<file path="config.mk">
export PLATFORM = sky130hd
export DESIGN_NAME = ex_stage
export DESIGN_NICKNAME = d
export VERILOG_FILES = /design/src/rtl/ex_stage.sv
export SDC_FILE = /design/constraint.sdc
export NUM_CORES = 1
export LEC_CHECK = 0
export BUFFER_PORTS_ARGS = -buffer_cell sky130_fd_sc_hd__buf_2
export CAP_MARGIN = 25
export CORE_MARGIN = 3
export CORE_UTILIZATION = 35
export DETAILED_ROUTE_END_ITERATION = 8
export GPL_TIMING_DRIVEN = 0
export SETUP_SLACK_MARGIN = 0.4
export SLEW_MARGIN = 5
export SYNTH_ARGS = -nofsm -noshare
export SYNTH_HDL_FRONTEND = slang
export SYNTH_SLANG_ARGS = --single-unit
export TNS_END_PERCENT = 20
</file>
<file path="constraint.sdc">
create_clock -name clk -period 8.3 [get_ports clk]
set_input_delay 1.66 -clock clk [delete_from_list [all_inputs] [get_ports clk]]
set_output_delay 1.66 -clock clk [all_outputs]
set_load 0.02 [all_outputs]
</file>
<file path="src/rtl/ex_stage.sv">
// MIPS execute stage: operand forwarding, ALU, branch resolution and the
// EX/MEM pipeline register with stall (hold) and flush (bubble) control.
module ex_stage (
   input  logic        clk,
   input  logic        rst_n,
   input  logic        in_valid,
   input  logic [3:0]  alu_control,
   input  logic [31:0] rs_data,
   input  logic [31:0] rt_data,
   input  logic [31:0] imm,
   input  logic        alu_src,
   input  logic [1:0]  rs_fwd,
   input  logic [1:0]  rt_fwd,
   input  logic [31:0] wb_data,
   input  logic        reg_write_in,
   input  logic        mem_read_in,
   input  logic        mem_write_in,
   input  logic        branch_in,
   input  logic [4:0]  dest_reg_in,
   input  logic [31:0] pc_plus4_in,
   input  logic        stall,
   input  logic        flush,
   output logic        ex_valid,
   output logic [31:0] ex_result,
   output logic [31:0] ex_store_data,
   output logic [4:0]  ex_dest_reg,
   output logic        ex_reg_write,
   output logic        ex_mem_read,
   output logic        ex_mem_write,
   output logic        ex_zero,
   output logic        ex_branch_taken,
   output logic [31:0] ex_branch_target
);

   typedef struct packed {
      logic        valid;
      logic [31:0] result;
      logic [31:0] store_data;
      logic [4:0]  dest_reg;
      logic        reg_write;
      logic        mem_read;
      logic        mem_write;
      logic        zero;
      logic        branch_taken;
      logic [31:0] branch_target;
   } exmem_t;

   exmem_t      exmem_q, exmem_d;
   logic [31:0] op_a, fwd_rt, op_b, alu_res;

   // EX/MEM forwarding reads the registered result even for loads; the
   // hazard unit guarantees a stall covers the load-use case.
   always_comb begin
      case (rs_fwd)
         2'b10:   op_a = exmem_q.result;
         2'b01:   op_a = wb_data;
         default: op_a = rs_data;
      endcase
      case (rt_fwd)
         2'b10:   fwd_rt = exmem_q.result;
         2'b01:   fwd_rt = wb_data;
         default: fwd_rt = rt_data;
      endcase
      op_b = alu_src ? imm : fwd_rt;
   end

   always_comb begin
      case (alu_control)
         4'b0010: alu_res = op_a + op_b;
         4'b0110: alu_res = op_a - op_b;
         4'b0001: alu_res = op_a | op_b;
         4'b0000: alu_res = op_a & op_b;
         4'b0111: alu_res = {31'd0, $signed(op_a) < $signed(op_b)};
         default: alu_res = 32'd0;
      endcase
   end

   always_comb begin
      exmem_d               = '0;
      exmem_d.valid         = in_valid;
      exmem_d.result        = alu_res;
      exmem_d.store_data    = fwd_rt;
      exmem_d.dest_reg      = dest_reg_in;
      exmem_d.reg_write     = in_valid & reg_write_in;
      exmem_d.mem_read      = in_valid & mem_read_in;
      exmem_d.mem_write     = in_valid & mem_write_in;
      exmem_d.zero          = (alu_res == 32'd0);
      exmem_d.branch_taken  = in_valid & branch_in & (alu_res == 32'd0);
      exmem_d.branch_target = pc_plus4_in + {imm[29:0], 2'b00};
   end

   // Flush outranks stall so a squashed slot never survives a hold.
   always_ff @(posedge clk or negedge rst_n) begin
      if (!rst_n)      exmem_q <= '0;
      else if (flush)  exmem_q <= '0;
      else if (!stall) exmem_q <= exmem_d;
   end

   assign ex_valid         = exmem_q.valid;
   assign ex_result        = exmem_q.result;
   assign ex_store_data    = exmem_q.store_data;
   assign ex_dest_reg      = exmem_q.dest_reg;
   assign ex_reg_write     = exmem_q.reg_write;
   assign ex_mem_read      = exmem_q.mem_read;
   assign ex_mem_write     = exmem_q.mem_write;
   assign ex_zero          = exmem_q.zero;
   assign ex_branch_taken  = exmem_q.branch_taken;
   assign ex_branch_target = exmem_q.branch_target;

endmodule

</file>
==> metrics.md <==
| Metric | Value |
|---|---|
| Yosys warns | 0 |
| Tot Pwr | 2131 uW |
| Fin crit share | 0.9179 |
| Antenna violations before repair | 13 |
| Final setup TNS | 0 ps |
| DR WL/cell | 21.98 um |
| Die width | 192.2 um |
| CTS Buffer Depth | 2 |
| Number of global-route vias before repair | 13234 |
| Post-synthesis sequential area ratio | 0.2206 |
| Reg-to-Reg End | ex_branch_taken |
| FFs w/ async S/R, synth | 1.000 |
| Clk pwr share | 0.204 |
| Slew @ Worst Pin | 1032 ps |
| Final Hold Fails | 0 |
| Critical-path maximum fanout | 10 |
| Clock slew at reported path FFs | 70 ps |
| Row Count | 67 |
| Sw frac | 0.4457 |
| Number of buffers added on ports | 286 |
| TritonCTS Buffers | 9 |
| Number of remaining DRC errors | 0 |
| Layout cell share with drive strength beyond 1 | 0.1718 |
| Tot GR Track Use | 0.2820 |
| Reg2Reg Depth | 18 |
| Dpl cell area | 14180 sq um |
| Die area | 36960 sq um |
| P_sw | 949.7 uW |
| Remaining global-route overflow | 0 |
| Mapped Cells | 1695 |
| Initial Util | 0.3585 |
| Fin area | 14480 sq um |
| Crit path to | ex_branch_taken |
| Crit path buffers/inverters | 5 |
| Die Y | 192.2 um |
| Via density | 5.678 |
| Hold crit path type | flip-flop to flip-flop |
| Lkg Pwr | 0.006928 uW |
| Type of origin of the critical path | input port |
| Total number of vias | 13917 |
| Routability cong. | 0.9914 |
| Synthesis-to-layout area growth | 19.29% |
| Detailed Route WL | 53880 um |
| Hold WS | 521.7 ps |
| H-tree depth | 3 |
| Worst r2r src | ex_result[10] |
| Max_cap viols | 0 |
| CTS Sinks | 107 |
| # Post-CTS Setup Buffers | 0 |
| Pre-antenna DRT Iters | 5 |
| Main synth FF type | dfrtp_1 |
| Final Core Density | 0.4276 |
| Clock root cell | clkbuf_16 |
| Crit path DAT | 7880 ps |
| Max-slew headroom | 0.3080 |
| CP endpoint kind | flip-flop |
| Post-synth EDFFs | 0 |
| First-pass GRT wire length | 79470 um |
| Core ar. | 33870 sq um |
| RSZ-0062 raised after global routing | false |
| Nets | 2308 |
| CP max stage delay | 580 ps |
| Seq cells post-synth | 107 |
| Fmax | 0.1313 GHz |
| CTS tree | done |
| HPWL after DPL | 45290 um |
| Crit path time final | 7618 ps |
| Clock Latency Late Sink | 350 ps |
| Sequential power share | 0.273 |
| Slew Viols, Final | 0 |
| Comb pwr share | 0.523 |
| Cell family with the largest share of critical-path delay | compound AO/OA/AOI/OAI gates |
| Synth unique cells | 80 |
| Int Pwr | 1181 uW |
| Slowest cell on crit path | o31ai_1 |
| Syn Area/Cell | 7.162 sq um |
| # IOs | 290 |
| Critical path class | input port to flip-flop |
| ANT nets after route | 0 |
| Reg2reg setup slack | 2570 ps |
| Synthesized Nets | 2010 |
| Power Density | 147.1 nW/um^2 |
| Largest net degree at the start of global routing | 78 |
| Required @ worst endpoint | 8560 ps |
| Maximum VDD drop | 0.09578 mV |
| Final setup fails | 0 |
| Worst Skew | 5.001 ps |
| DR iter-0 viols | 1331 |
| Status | complete, no violations |
| Crit path from | rt_fwd[0] |
| Critical Path, Cell by Cell | buf_2 > inv_1 > ha_1 > clkbuf_1 > buf_1 > nor2_1 > a21oi_1 > o21ai_0 > ha_1 > buf_2 > nand2_1 > a2111oi_0 > a221oi_1 > o21ai_1 > nand4_1 > o31ai_1 > o211ai_1 > a21oi_1 > xor2_1 > a211oi_1 > nand4_1 > o31ai_2 |
| Critical Path Stages | 22 |
| Mapped Area | 12140 sq um |
==> layout by cell type, fill, tap and decap left out, drive strengths merged, types with 18 or more instances in the layout <==
| cell | synthesis | layout |
|---|---|---|
| clkbuf | 82 | 94 |
| dfrtp | 107 | 107 |
| nand3 | 22 | 22 |
| buf | 27 | 314 |
| a21oi | 207 | 207 |
| a211oi | 32 | 32 |
| xor2 | 20 | 20 |
| inv | 107 | 107 |
| nand2 | 153 | 153 |
| a22oi | 65 | 65 |
| nor3 | 29 | 29 |
| nand2b | 18 | 18 |
| nor2 | 288 | 288 |
| xnor2 | 34 | 34 |
| o21ai | 122 | 122 |
| ha | 129 | 129 |
| mux2i | 30 | 30 |
| a21o | 19 | 19 |
==> worst min-delay path: stages (launching register included) <==
cell	delay, ps
dfrtp_1	350
a21oi_1	70
nor2_1	70
==> cell usage after synthesis, types with 4 or more instances <==
| cell type | instances | share of area |
|---|---|---|
| o22ai_1 | 9 | 0.0046 |
| a211o_1 | 4 | 0.0029 |
| a2111oi_0 | 9 | 0.0065 |
| clkbuf_1 | 82 | 0.025 |
| nand2b_1 | 18 | 0.0093 |
| ha_1 | 129 | 0.13 |
| a22oi_1 | 65 | 0.040 |
| a221oi_1 | 4 | 0.0029 |
| o21ai_0 | 114 | 0.047 |
| o31ai_1 | 10 | 0.0062 |
| nor2_1 | 288 | 0.089 |
| a21o_1 | 19 | 0.012 |
| xor2_1 | 20 | 0.014 |
| a31oi_1 | 8 | 0.0041 |
| o21bai_1 | 15 | 0.0093 |
| nor2b_1 | 11 | 0.0057 |
| xnor2_1 | 34 | 0.025 |
| nor4_1 | 11 | 0.0057 |
| nand3_1 | 22 | 0.0091 |
| a21oi_1 | 206 | 0.085 |
| nor3_1 | 28 | 0.012 |
| nand3b_1 | 4 | 0.0025 |
| o221ai_1 | 7 | 0.0051 |
| inv_1 | 106 | 0.033 |
| o211ai_1 | 11 | 0.0068 |
| o21a_1 | 12 | 0.0074 |
| and3_1 | 6 | 0.0031 |
| o21ai_1 | 8 | 0.0033 |
| nand2_1 | 153 | 0.047 |
| dfrtp_1 | 107 | 0.22 |
| a211oi_1 | 30 | 0.019 |
| mux2i_1 | 30 | 0.025 |
| buf_1 | 15 | 0.0046 |
| nand4_1 | 9 | 0.0046 |
| or2_2 | 5 | 0.0026 |
| buf_2 | 8 | 0.0033 |
| or3_1 | 6 | 0.0031 |
==> cells by family (layout without fill, tap and decap cells) <==
logic type | Yosys count | after routing | synth area share
multiplexers | 30 | 30 | 0.02473
buffers and inverters | 216 | 517 | 0.06977
flip-flops | 107 | 107 | 0.2206
XOR/XNOR | 54 | 54 | 0.03896
AO/OA/AOI/OAI | 573 | 573 | 0.2983
adder cells (fa/ha/maj) | 132 | 132 | 0.1379
other | 0 | 7 | 0
AND/OR/NAND/NOR | 583 | 583 | 0.2098
==> worst min-delay path by stage <==
stage,slack [ps],endpoint,cells after the start,from
floorplan,620,ex_zero,2,ex_zero
global placement,500,ex_store_data[15],2,ex_store_data[15]
detailed placement,510,ex_store_data[22],2,ex_store_data[22]
CTS,520,ex_branch_target[23],2,ex_branch_target[23]
global route,540,ex_branch_target[4],2,ex_branch_target[4]
finish,520,ex_branch_target[12],2,ex_branch_target[12]
==> layout make-up <==
cell class                 instances  area [sq um]
buffer                           109         445.4
sequential                       107          2678
clock inverter                     2         37.54
timing repair buffer             287          1465
inverter                         107         401.6
clock buffer                      12         246.5
fill                            3701         19380
multi-input combinational       1372          8631
antenna                            7         17.52
tap                              448         560.5
==> power groups by stage <==
stage | clock network [uW] | logic, uW | registers (uW)
floorplan | 0 | 687 | 626
global placement | 0 | 1080 | 590
detailed placement | 0 | 1080 | 591
CTS | 441 | 1090 | 581
global route | 461 | 1210 | 585
finish | 434 | 1110 | 582
==> layer usage <==
layer  share of wire  track usage  up-vias
met3           0.080      0.05968       95
met5          0.0014            0        -
met1            0.43       0.3733     6656
li1                -            -     6572
met4           0.029      0.08434       12
met2            0.46       0.4617      582
==> metrics by stage <==
step                std cells  setup slack, ps
floorplan                1695             2159
global placement         2429            408.4
detailed placement       2430            397.8
CTS                      2444            742.0
global route             2449            446.6
finish                   2451            681.8
==> what timing repair did <==
item / in CTS / in global routing
hold buffers: 0 / 0
resized for setup: 0 / 3
setup endpoints to repair: 0 / 2
No activity file was read; power rests on OpenSTA's default activity.
